--- src/rtl/i2c_bus_arbiter.sv ---
// -----------------------------------------------------------------------------
// i2c_bus_arbiter
//   Shares one single-register I2C write/read engine (i2c_diver) among NUM_REQ
//   requesters with round-robin fairness. Each transaction is sequenced through
//   the engine's wt_req/rd_req -> busy -> success handshake, and the outcome
//   (done/err, plus the read byte) is returned to the granted requester.
//
// Ports
//   clk, rst_n            clock, asynchronous active-low reset
//   req_valid/req_rd      per-requester request level and direction (1=read)
//   req_sla/sub/wdata     per-requester bytes, requester i at [8i+:8]
//   grant                 one-hot owner, high from ISSUE until done/err
//   done/err              one-cycle per-requester completion pulses
//   rdata                 read byte, valid in the cycle done pulses for a read
//   drv_*  (out)          address/data/request toward the engine
//   drv_data_r/busy/success (in) engine read byte, busy, success level
// -----------------------------------------------------------------------------
module i2c_bus_arbiter #(
    parameter int NUM_REQ     = 2,
    parameter int TIMEOUT_CYC = 4096,
    parameter int TO_W        = 13
) (
    input  logic                 clk,
    input  logic                 rst_n,
    input  logic [NUM_REQ-1:0]   req_valid,
    input  logic [NUM_REQ-1:0]   req_rd,
    input  logic [8*NUM_REQ-1:0] req_sla,
    input  logic [8*NUM_REQ-1:0] req_sub,
    input  logic [8*NUM_REQ-1:0] req_wdata,
    output logic [NUM_REQ-1:0]   grant,
    output logic [NUM_REQ-1:0]   done,
    output logic [NUM_REQ-1:0]   err,
    output logic [7:0]           rdata,
    output logic [7:0]           drv_sla_addr,
    output logic [7:0]           drv_sub_addr,
    output logic [7:0]           drv_data_w,
    output logic                 drv_wt_req,
    output logic                 drv_rd_req,
    input  logic [7:0]           drv_data_r,
    input  logic                 drv_busy,
    input  logic                 drv_success
);

    localparam int IDX_W = (NUM_REQ > 1) ? $clog2(NUM_REQ) : 1;
    localparam logic [TO_W-1:0]  TO_LAST  = TO_W'(TIMEOUT_CYC - 1);
    localparam logic [IDX_W-1:0] IDX_LAST = IDX_W'(NUM_REQ - 1);

    typedef enum logic [2:0] {
        S_IDLE,
        S_ISSUE,
        S_WAIT_BUSY,
        S_WAIT_DONE,
        S_RELEASE
    } state_t;

    state_t              state_q, state_d;
    logic [IDX_W-1:0]    rr_q, rr_d;
    logic [IDX_W-1:0]    own_q, own_d;
    logic                rd_q, rd_d;
    logic [TO_W-1:0]     cnt_q, cnt_d;
    logic                succ_prev_q;
    logic [NUM_REQ-1:0]  grant_q, grant_d;
    logic [NUM_REQ-1:0]  done_q, done_d;
    logic [NUM_REQ-1:0]  err_q, err_d;
    logic [7:0]          rdata_q, rdata_d;
    logic [7:0]          sla_q, sla_d;
    logic [7:0]          sub_q, sub_d;
    logic [7:0]          wdata_q, wdata_d;
    logic                wt_req_q, wt_req_d;
    logic                rd_req_q, rd_req_d;

    // Round-robin pick result
    logic                pick_found;
    logic [IDX_W-1:0]    pick_idx;
    logic                pick_rd;
    logic [7:0]          pick_sla, pick_sub, pick_wdata;

    logic                success;

    function automatic logic [NUM_REQ-1:0] onehot(input logic [IDX_W-1:0] i);
        onehot    = '0;
        onehot[i] = 1'b1;
    endfunction

    // The engine's success is a level that may stay high across operations;
    // only its rising edge marks completion of the current transaction.
    assign success = drv_success & ~succ_prev_q;

    // First valid requester searching upward from the rr pointer, with wrap.
    always_comb begin
        pick_found = 1'b0;
        pick_idx   = '0;
        pick_rd    = 1'b0;
        pick_sla   = '0;
        pick_sub   = '0;
        pick_wdata = '0;
        for (int k = 0; k < NUM_REQ; k++) begin : g_search
            int c;
            c = int'(rr_q) + k;
            if (c >= NUM_REQ) c = c - NUM_REQ;
            if (!pick_found && req_valid[c]) begin
                pick_found = 1'b1;
                pick_idx   = IDX_W'(c);
                pick_rd    = req_rd[c];
                pick_sla   = req_sla[8*c +: 8];
                pick_sub   = req_sub[8*c +: 8];
                pick_wdata = req_wdata[8*c +: 8];
            end
        end
    end

    always_comb begin
        state_d  = state_q;
        rr_d     = rr_q;
        own_d    = own_q;
        rd_d     = rd_q;
        cnt_d    = cnt_q;
        grant_d  = grant_q;
        done_d   = '0;
        err_d    = '0;
        rdata_d  = rdata_q;
        sla_d    = sla_q;
        sub_d    = sub_q;
        wdata_d  = wdata_q;
        wt_req_d = wt_req_q;
        rd_req_d = rd_req_q;

        case (state_q)
            S_IDLE: begin
                // A busy engine here belongs to someone else; leave it alone.
                if (!drv_busy && pick_found) begin
                    own_d    = pick_idx;
                    rd_d     = pick_rd;
                    sla_d    = pick_sla;
                    sub_d    = pick_sub;
                    wdata_d  = pick_wdata;
                    grant_d  = onehot(pick_idx);
                    // Request goes high as ISSUE begins and is held until busy.
                    wt_req_d = ~pick_rd;
                    rd_req_d = pick_rd;
                    cnt_d    = '0;
                    state_d  = S_ISSUE;
                end
            end

            S_ISSUE: state_d = S_WAIT_BUSY;

            S_WAIT_BUSY: begin
                if (drv_busy) begin
                    wt_req_d = 1'b0;
                    rd_req_d = 1'b0;
                    cnt_d    = '0;
                    state_d  = S_WAIT_DONE;
                end else if (cnt_q == TO_LAST) begin
                    wt_req_d = 1'b0;
                    rd_req_d = 1'b0;
                    err_d    = onehot(own_q);
                    state_d  = S_RELEASE;
                end else begin
                    cnt_d = cnt_q + 1'b1;
                end
            end

            S_WAIT_DONE: begin
                // Success has priority over both busy-drop and timeout.
                if (success) begin
                    done_d = onehot(own_q);
                    if (rd_q) rdata_d = drv_data_r;
                    state_d = S_RELEASE;
                end else if (!drv_busy || cnt_q == TO_LAST) begin
                    err_d   = onehot(own_q);
                    state_d = S_RELEASE;
                end else begin
                    cnt_d = cnt_q + 1'b1;
                end
            end

            S_RELEASE: begin
                grant_d = '0;
                rr_d    = (own_q == IDX_LAST) ? '0 : own_q + 1'b1;
                state_d = S_IDLE;
            end

            default: state_d = S_IDLE;
        endcase
    end

    always_ff @(posedge clk or negedge rst_n) begin
        if (!rst_n) begin
            state_q     <= S_IDLE;
            rr_q        <= '0;
            own_q       <= '0;
            rd_q        <= 1'b0;
            cnt_q       <= '0;
            succ_prev_q <= 1'b0;
            grant_q     <= '0;
            done_q      <= '0;
            err_q       <= '0;
            rdata_q     <= '0;
            sla_q       <= '0;
            sub_q       <= '0;
            wdata_q     <= '0;
            wt_req_q    <= 1'b0;
            rd_req_q    <= 1'b0;
        end else begin
            state_q     <= state_d;
            rr_q        <= rr_d;
            own_q       <= own_d;
            rd_q        <= rd_d;
            cnt_q       <= cnt_d;
            succ_prev_q <= drv_success;
            grant_q     <= grant_d;
            done_q      <= done_d;
            err_q       <= err_d;
            rdata_q     <= rdata_d;
            sla_q       <= sla_d;
            sub_q       <= sub_d;
            wdata_q     <= wdata_d;
            wt_req_q    <= wt_req_d;
            rd_req_q    <= rd_req_d;
        end
    end

    assign grant        = grant_q;
    assign done         = done_q;
    assign err          = err_q;
    assign rdata        = rdata_q;
    assign drv_sla_addr = sla_q;
    assign drv_sub_addr = sub_q;
    assign drv_data_w   = wdata_q;
    assign drv_wt_req   = wt_req_q;
    assign drv_rd_req   = rd_req_q;

endmodule

--- config.mk ---
export PLATFORM = sky130hd
export DESIGN_NAME = i2c_bus_arbiter
export DESIGN_NICKNAME = d
export VERILOG_FILES = /design/src/rtl/i2c_bus_arbiter.sv
export SDC_FILE = /design/constraint.sdc
export NUM_CORES = 1
export LEC_CHECK = 0
export ABC_CLOCK_PERIOD_IN_PS = 2250
export CORE_ASPECT_RATIO = 2
export CORE_MARGIN = 2
export CORE_UTILIZATION = 30
export DETAILED_ROUTE_END_ITERATION = 6
export DONT_BUFFER_PORTS = 1
export GPL_TIMING_DRIVEN = 0
export SLEW_MARGIN = 15
export SYNTH_ARGS = -nofsm -noshare
export SYNTH_HDL_FRONTEND = slang
export SYNTH_SLANG_ARGS = --single-unit
--- constraint.sdc ---
create_clock -name clk -period 2.25 [get_ports clk]
set_clock_uncertainty 0.15 [all_clocks]
set_input_delay 0.45 -clock clk [delete_from_list [all_inputs] [get_ports clk]]
set_output_delay 0.45 -clock clk [all_outputs]
set_load 0.01 [all_outputs]
---- After elaboration in Yosys (flattened, before gate mapping) ----
Index checks and enable logic that the tools add are counted.
word-level totals
  bits of input ports ..................... 64
  register bits ........................... 60
  output and inout bits ................... 40
  word-level logic and storage cells ...... 123
cells by class
  $lt $le $gt $ge ......................... 8
  shifts and indexed selects .............. 6
  mux-type cells .......................... 58
  equality and inequality tests ........... 11
  bitwise logic cells ..................... 3
  reductions and logical operators ........ 17
  $add $sub $neg .......................... 5
operators by type and width
  kind                                                          number
  variable part select 16 x 32 -> 8 bit                         6
  two-way mux 13 bit                                            5
  less-than comparator 32 x 3 -> 1 bit (second input constant)  2
  two-way mux 32 bit                                            2
  two-way mux 8 bit                                             6
  one-hot mux 13 bit (3 select lines)                           1
  two-way mux 1 bit                                             25
  two-way mux 3 bit                                             5
  two-way mux 2 bit                                             7
  adder 13 x 1 -> 13 bit (second input constant)                1
  == test 13 x 12 -> 1 bit (second input constant)              1
  one-hot mux 3 bit (4 select lines)                            1
  != test 3 bit (second input constant)                         3
  AND reduction 3 bit                                           3
  one-hot mux 2 bit (2 select lines)                            2
  == test 3 x 2 -> 1 bit (second input constant)                2
  != test 2 bit (second input constant)                         3
  AND reduction 5 bit                                           1
  logical AND 1 bit                                             4
  less-than comparator 1 x 2 -> 1 bit (second input constant)   2
  one-hot mux 1 bit (2 select lines)                            2
  AND reduction 2 bit                                           2
  nonzero test 2 bit                                            2
  == test 3 x 1 -> 1 bit (second input constant)                1
  other kinds (15)                                              19

---- Longest topological paths before layout ----
  word-level depth ........................ 15
  depth in mapped cells ................... 7
  mapped depth without buffers ............ 6

---- Worst setup path before layout ----
No wires, ideal clock.
  path kind ............................... input -> register
  start point ............................. in drv_busy
  end point ............................... reg cnt_q[11]
  data arrival time ....................... 1.700 ns
  required time ........................... 1.973 ns
  cell stages on the path ................. 7
  path buffers ............................ 2
  slack ................................... 0.273 ns
  cells stage by stage .................... buf_2 -> o21bai_1 -> o32ai_1 -> nand3_1 -> buf_2 -> o21ai_1 -> o41ai_1
on the way
  word-level cells in the longest chain between the ends .. 4
ends and longest elaborated chain
  item                                                          RTL line  RTL
  start: declaration                                            40        input logic drv_busy,
  zero test 1 bit                                               131, 170
  logical OR 1 bit / logical AND 1 bit (equally long branches)  170, 131
  != test 2 bit (no line)                                       n/a
  AND reduction 5 bit (no line)                                 n/a
  end signal: assignment                                        210       cnt_q <= cnt_d;
  end: declaration                                              60        logic [TO_W-1:0] cnt_q, cnt_d;
Parallel ways exist; a longest one is shown, timed or not.
A chain may end at the register's enable or synchronous reset.

---- Final worst setup path ----
  start point ............................. reg cnt_q[0]
  end point ............................... reg rd_req_q (netlist: drv_rd_req)
on the way
  word-level cells in the longest chain between the ends .. 3
ends and longest elaborated chain
  item                           RTL line  RTL
  == test 13 x 12 -> 1 bit       154       end else if (cnt_q == TO_LAST) begin
  != test 3 bit (no line)        n/a
  AND reduction 3 bit (no line)  n/a
  end signal: assignment         220       rd_req_q <= rd_req_d;
  end: declaration               70        logic rd_req_q, rd_req_d;
Every way passes these cells.

==> summary.txt <==
=====================================================================================
First-pass iteration count of the detailed router ......................            4
Reg2reg start ..........................................................     cnt_q[0]
Time the final worst path needs with I/O delays and setup ..............      2080 ps
Setup repair bufs after CTS ............................................            0
Number of I/O pins .....................................................          104
Finished Core Util .....................................................        0.364
Period utilisation layout ..............................................        0.923
Post-synth EDFFs .......................................................            0
Number of port buffers .................................................            0
Busiest layer in global routing ........................................         met2
HPWL Detailed ..........................................................      5480 um
Final Hold Vio Count ...................................................            0
Sequential area share after synthesis ..................................        0.529
DIE AREA ...............................................................    10300 um2
Net count after synthesis ..............................................          351
Initial standard-cell utilization of the core ..........................        0.307
Worst Tran Pin Value ...................................................       828 ps
Synth async-reset ratio ................................................         1.00
Maximum clock frequency ................................................      481 MHz
Root buffer cell ....................................................... sky130_fd_sc_hd__clkbuf_16
Number of placement rows ...............................................           50
Placed Instances .......................................................          390
Capturing point of the worst reg2reg path ..............................   drv_rd_req
RSZ-0062 raised after global routing ...................................           no
Global-route congestion overflow total .................................            0
Cell breakdown of the critical path .................................... ha_1 > nand4_1 > nor4_4 > nor3_1 > a2111oi_4 > o22ai_1
Final Cell Area ........................................................     3370 um2
Top fanout value on the critical path ..................................            5
Count of routing violations after the opening detailed-route iteration .          128
Layout fillers .........................................................          953
Vert. Die Dim ..........................................................       142 um
Final Routed Wirelength ................................................      7280 um
Post-synthesis area per instance .......................................     9.93 um2
Number of inserted diodes ..............................................            0
Antenna violations before repair .......................................            0
Core Region ............................................................     9260 um2
Max Transition Viols Final .............................................            0
Maximum number of pins on one net before global-route repair ...........           61
Primary FF master, synth ............................................... sky130_fd_sc_hd__dfrtp_1
Classification of the worst setup path .................................   reg -> reg
Buffering stage count on the worst path with inverters included ........            0
Clock latency on the worst-skew pair ...................................       330 ps
Unique cell type count in the Yosys netlist ............................           44
Worst-case vdd ir drop .................................................     0.464 mV
Horizontal extent of the die ...........................................      72.8 um
Final std cells w/o fill ...............................................          409
Clock transition at the registers of the reported paths ................        60 ps
Number of vias in the routed layout ....................................         2273
Met1 Usage GRT .........................................................        0.130
First-pass GRT wire length .............................................     11300 um
CTS tree ...............................................................         done
Number of instances in the synthesized netlist .........................          286
Drt via density ........................................................         5.56
Critical path capture point type .......................................     register
Post-place instance area ...............................................     2970 um2
Met3 track utilization from global routing .............................       0.0476
Last weighted congestion value of the routability-driven placer ........        0.851
CTS Buf Count ..........................................................            9
CP max stage cell ...................................................... sky130_fd_sc_hd__a2111oi_4
Static Leakage .........................................................      1.46 nW
Hold EP ................................................................     rdata[0]
Yosys warnings .........................................................            0
ANT nets after route ...................................................            0
Required time of the critical path .....................................      2300 ps
Cell class contributing the biggest share of worst-path delay .......... simple AND/OR/NAND/NOR gates
Total power ............................................................      4.68 mW
Cell depth of the worst hold path ......................................            1
H-tree depth reported by CTS ...........................................            3
Netlist Area Pre-Place .................................................     2840 um2
Maximum clock path buffer count ........................................            2
Final setup violation count ............................................            0
Worst Hold Margin ......................................................       116 ps
Net count of the finished layout .......................................          365
Register-to-Register Setup Slack .......................................       170 ps
Combined area of the multi-input logic cells ...........................     1270 um2
Status ................................................................. complete, no violations
Final sum of negative setup slack ......................................         0 ps
Startpoint of the most critical hold path .............................. drv_data_r[0]
Maximum cell stage delay along the critical path .......................       410 ps
DRC viols ..............................................................            0
Area Overhead vs Synth .................................................        18.9%
Post-detailed-route wirelength per cell ................................      17.8 um
Worst path arrival time ................................................      2120 ps
Fraction of final layout cells sized beyond drive strength 1 ...........        0.141
Sink count of the clock tree ...........................................           60
Met2 GRT Util ..........................................................        0.277
Post-placement worst setup slack .......................................      -100 ps
Number of synthesized register bits ....................................           60
Power per Cell Area ....................................................  1390 nW/um2
Worst rel slew slack ...................................................        0.447
Setup crit start kind ..................................................     register
Number of cell instances on the worst register-to-register path ........            6
Hold Crit Class ........................................................    in -> reg
GR Util All Layers .....................................................        0.146
Max-cap violation count ................................................            0
Worst setup slack after layout .........................................       173 ps
Via count of the first global-routing pass .............................         2315
Area used by sequential logic in the layout ............................     1500 um2
=====================================================================================
worst max path at each step:
stage,start,endpoint,slack [ps],cells past startpoint
2_1_floorplan,drv_busy,cnt_q[11],270,7
3_3_place_gp,drv_busy,cnt_q[11],-80,7
3_5_place_dp,drv_busy,drv_sub_addr[2],-100,5
4_1_cts,rr_q,drv_sla_addr[3],80,5
5_1_grt,cnt_q[0],drv_rd_req,5,6
6_report,cnt_q[0],drv_rd_req,170,6
layout make-up:
class	count	share of cell area
sequential	60	0.445
multi-input combinational	205	0.377
clock buffer	10	0.0708
tap	104	0.0386
clock inverter	6	0.0278
buffer	15	0.0200
timing repair buffer	3	0.0141
inverter	6	0.00667
cells in the mapped netlist, types with 2 or more instances:
library cell                n  area [um2]
sky130_fd_sc_hd__dfrtp_1   60        1500
sky130_fd_sc_hd__nor2_1    39         146
sky130_fd_sc_hd__a21oi_1   36         180
sky130_fd_sc_hd__a22oi_1   26         195
sky130_fd_sc_hd__nand2_1   14        52.6
sky130_fd_sc_hd__o21ai_1   12        60.1
sky130_fd_sc_hd__mux2_2     9         101
sky130_fd_sc_hd__buf_2      7        35.0
sky130_fd_sc_hd__clkbuf_1   7        26.3
sky130_fd_sc_hd__and3_1     6        37.5
sky130_fd_sc_hd__inv_1      6        22.5
sky130_fd_sc_hd__o21ai_0    6        30.0
sky130_fd_sc_hd__a31oi_1    5        31.3
sky130_fd_sc_hd__nand3_1    5        25.0
sky130_fd_sc_hd__nand4_1    5        31.3
sky130_fd_sc_hd__nand2b_1   4        25.0
sky130_fd_sc_hd__nor2b_1    4        25.0
sky130_fd_sc_hd__and2_1     3        18.8
sky130_fd_sc_hd__nor3_1     3        15.0
sky130_fd_sc_hd__a21boi_1   2        15.0
sky130_fd_sc_hd__and3b_1    2        17.5
sky130_fd_sc_hd__and4_1     2        17.5
sky130_fd_sc_hd__nor3b_1    2        15.0
state kept, by name (all words and copies together) (netlist names):
name	count
cnt_q	13
drv_wt_req	1
succ_prev_q	1
done	2
state_q	3
own_q	1
drv_sub_addr	8
drv_rd_req	1
err	2
drv_data_w	8
grant	2
rr_q	1
drv_sla_addr	8
rd_q	1
rdata	8
where the power goes:
group / internal, mW / switching (mW) / leakage (nW)
Clock: 1.01 / 0.508 / 0.160
Sequential: 1.49 / 0.479 / 0.743
Combinational: 0.486 / 0.715 / 0.556
kinds of logic after synthesis:
family,count (synthesis),share of synthesized area
buffers and inverters,21,0.0308
AOI/OAI and AO/OA,100,0.225
adders and majority gates,1,0.00441
and+or+nand+nor,95,0.175
DFF,60,0.529
muxes,9,0.0357
placed cells by master, fill, tap and decap left out, types with 2 or more instances in the layout:
cell type and instances:
sky130_fd_sc_hd__dfrtp_1 60, sky130_fd_sc_hd__nand2_1 14, sky130_fd_sc_hd__nor3_1 3, sky130_fd_sc_hd__inv_6 2
sky130_fd_sc_hd__o21ai_0 6, sky130_fd_sc_hd__mux2_2 9, sky130_fd_sc_hd__a21oi_1 36, sky130_fd_sc_hd__and4_1 2
sky130_fd_sc_hd__a31oi_1 5, sky130_fd_sc_hd__and3_1 6, sky130_fd_sc_hd__nor2_1 39, sky130_fd_sc_hd__inv_1 6
sky130_fd_sc_hd__nor3b_1 2, sky130_fd_sc_hd__a22oi_1 26, sky130_fd_sc_hd__and3b_1 2, sky130_fd_sc_hd__buf_2 7
sky130_fd_sc_hd__clkbuf_2 2, sky130_fd_sc_hd__bufinv_16 2, sky130_fd_sc_hd__nand4_1 5, sky130_fd_sc_hd__o21ai_1 12
sky130_fd_sc_hd__clkbuf_1 6, sky130_fd_sc_hd__clkbuf_16 9, sky130_fd_sc_hd__nand3_1 4, sky130_fd_sc_hd__and2_1 3
sky130_fd_sc_hd__nor2b_1 4, sky130_fd_sc_hd__nand2b_1 4, sky130_fd_sc_hd__dlygate4sd3_1 2
routing by layer:
metal  share of wire  routed length (um)
met1            0.34                2480
met2            0.57                4120
met3           0.066                 484
met4           0.027                 195
met5               0                   0
repair_timing:
action / CTS / global route
hold buffers: 3 / 0
resized for setup: 0 / 7
endpoints found under the setup margin: 0 / 26
hold endpoints to repair: 61 / 0
No activity file was read; power rests on OpenSTA's default activity.
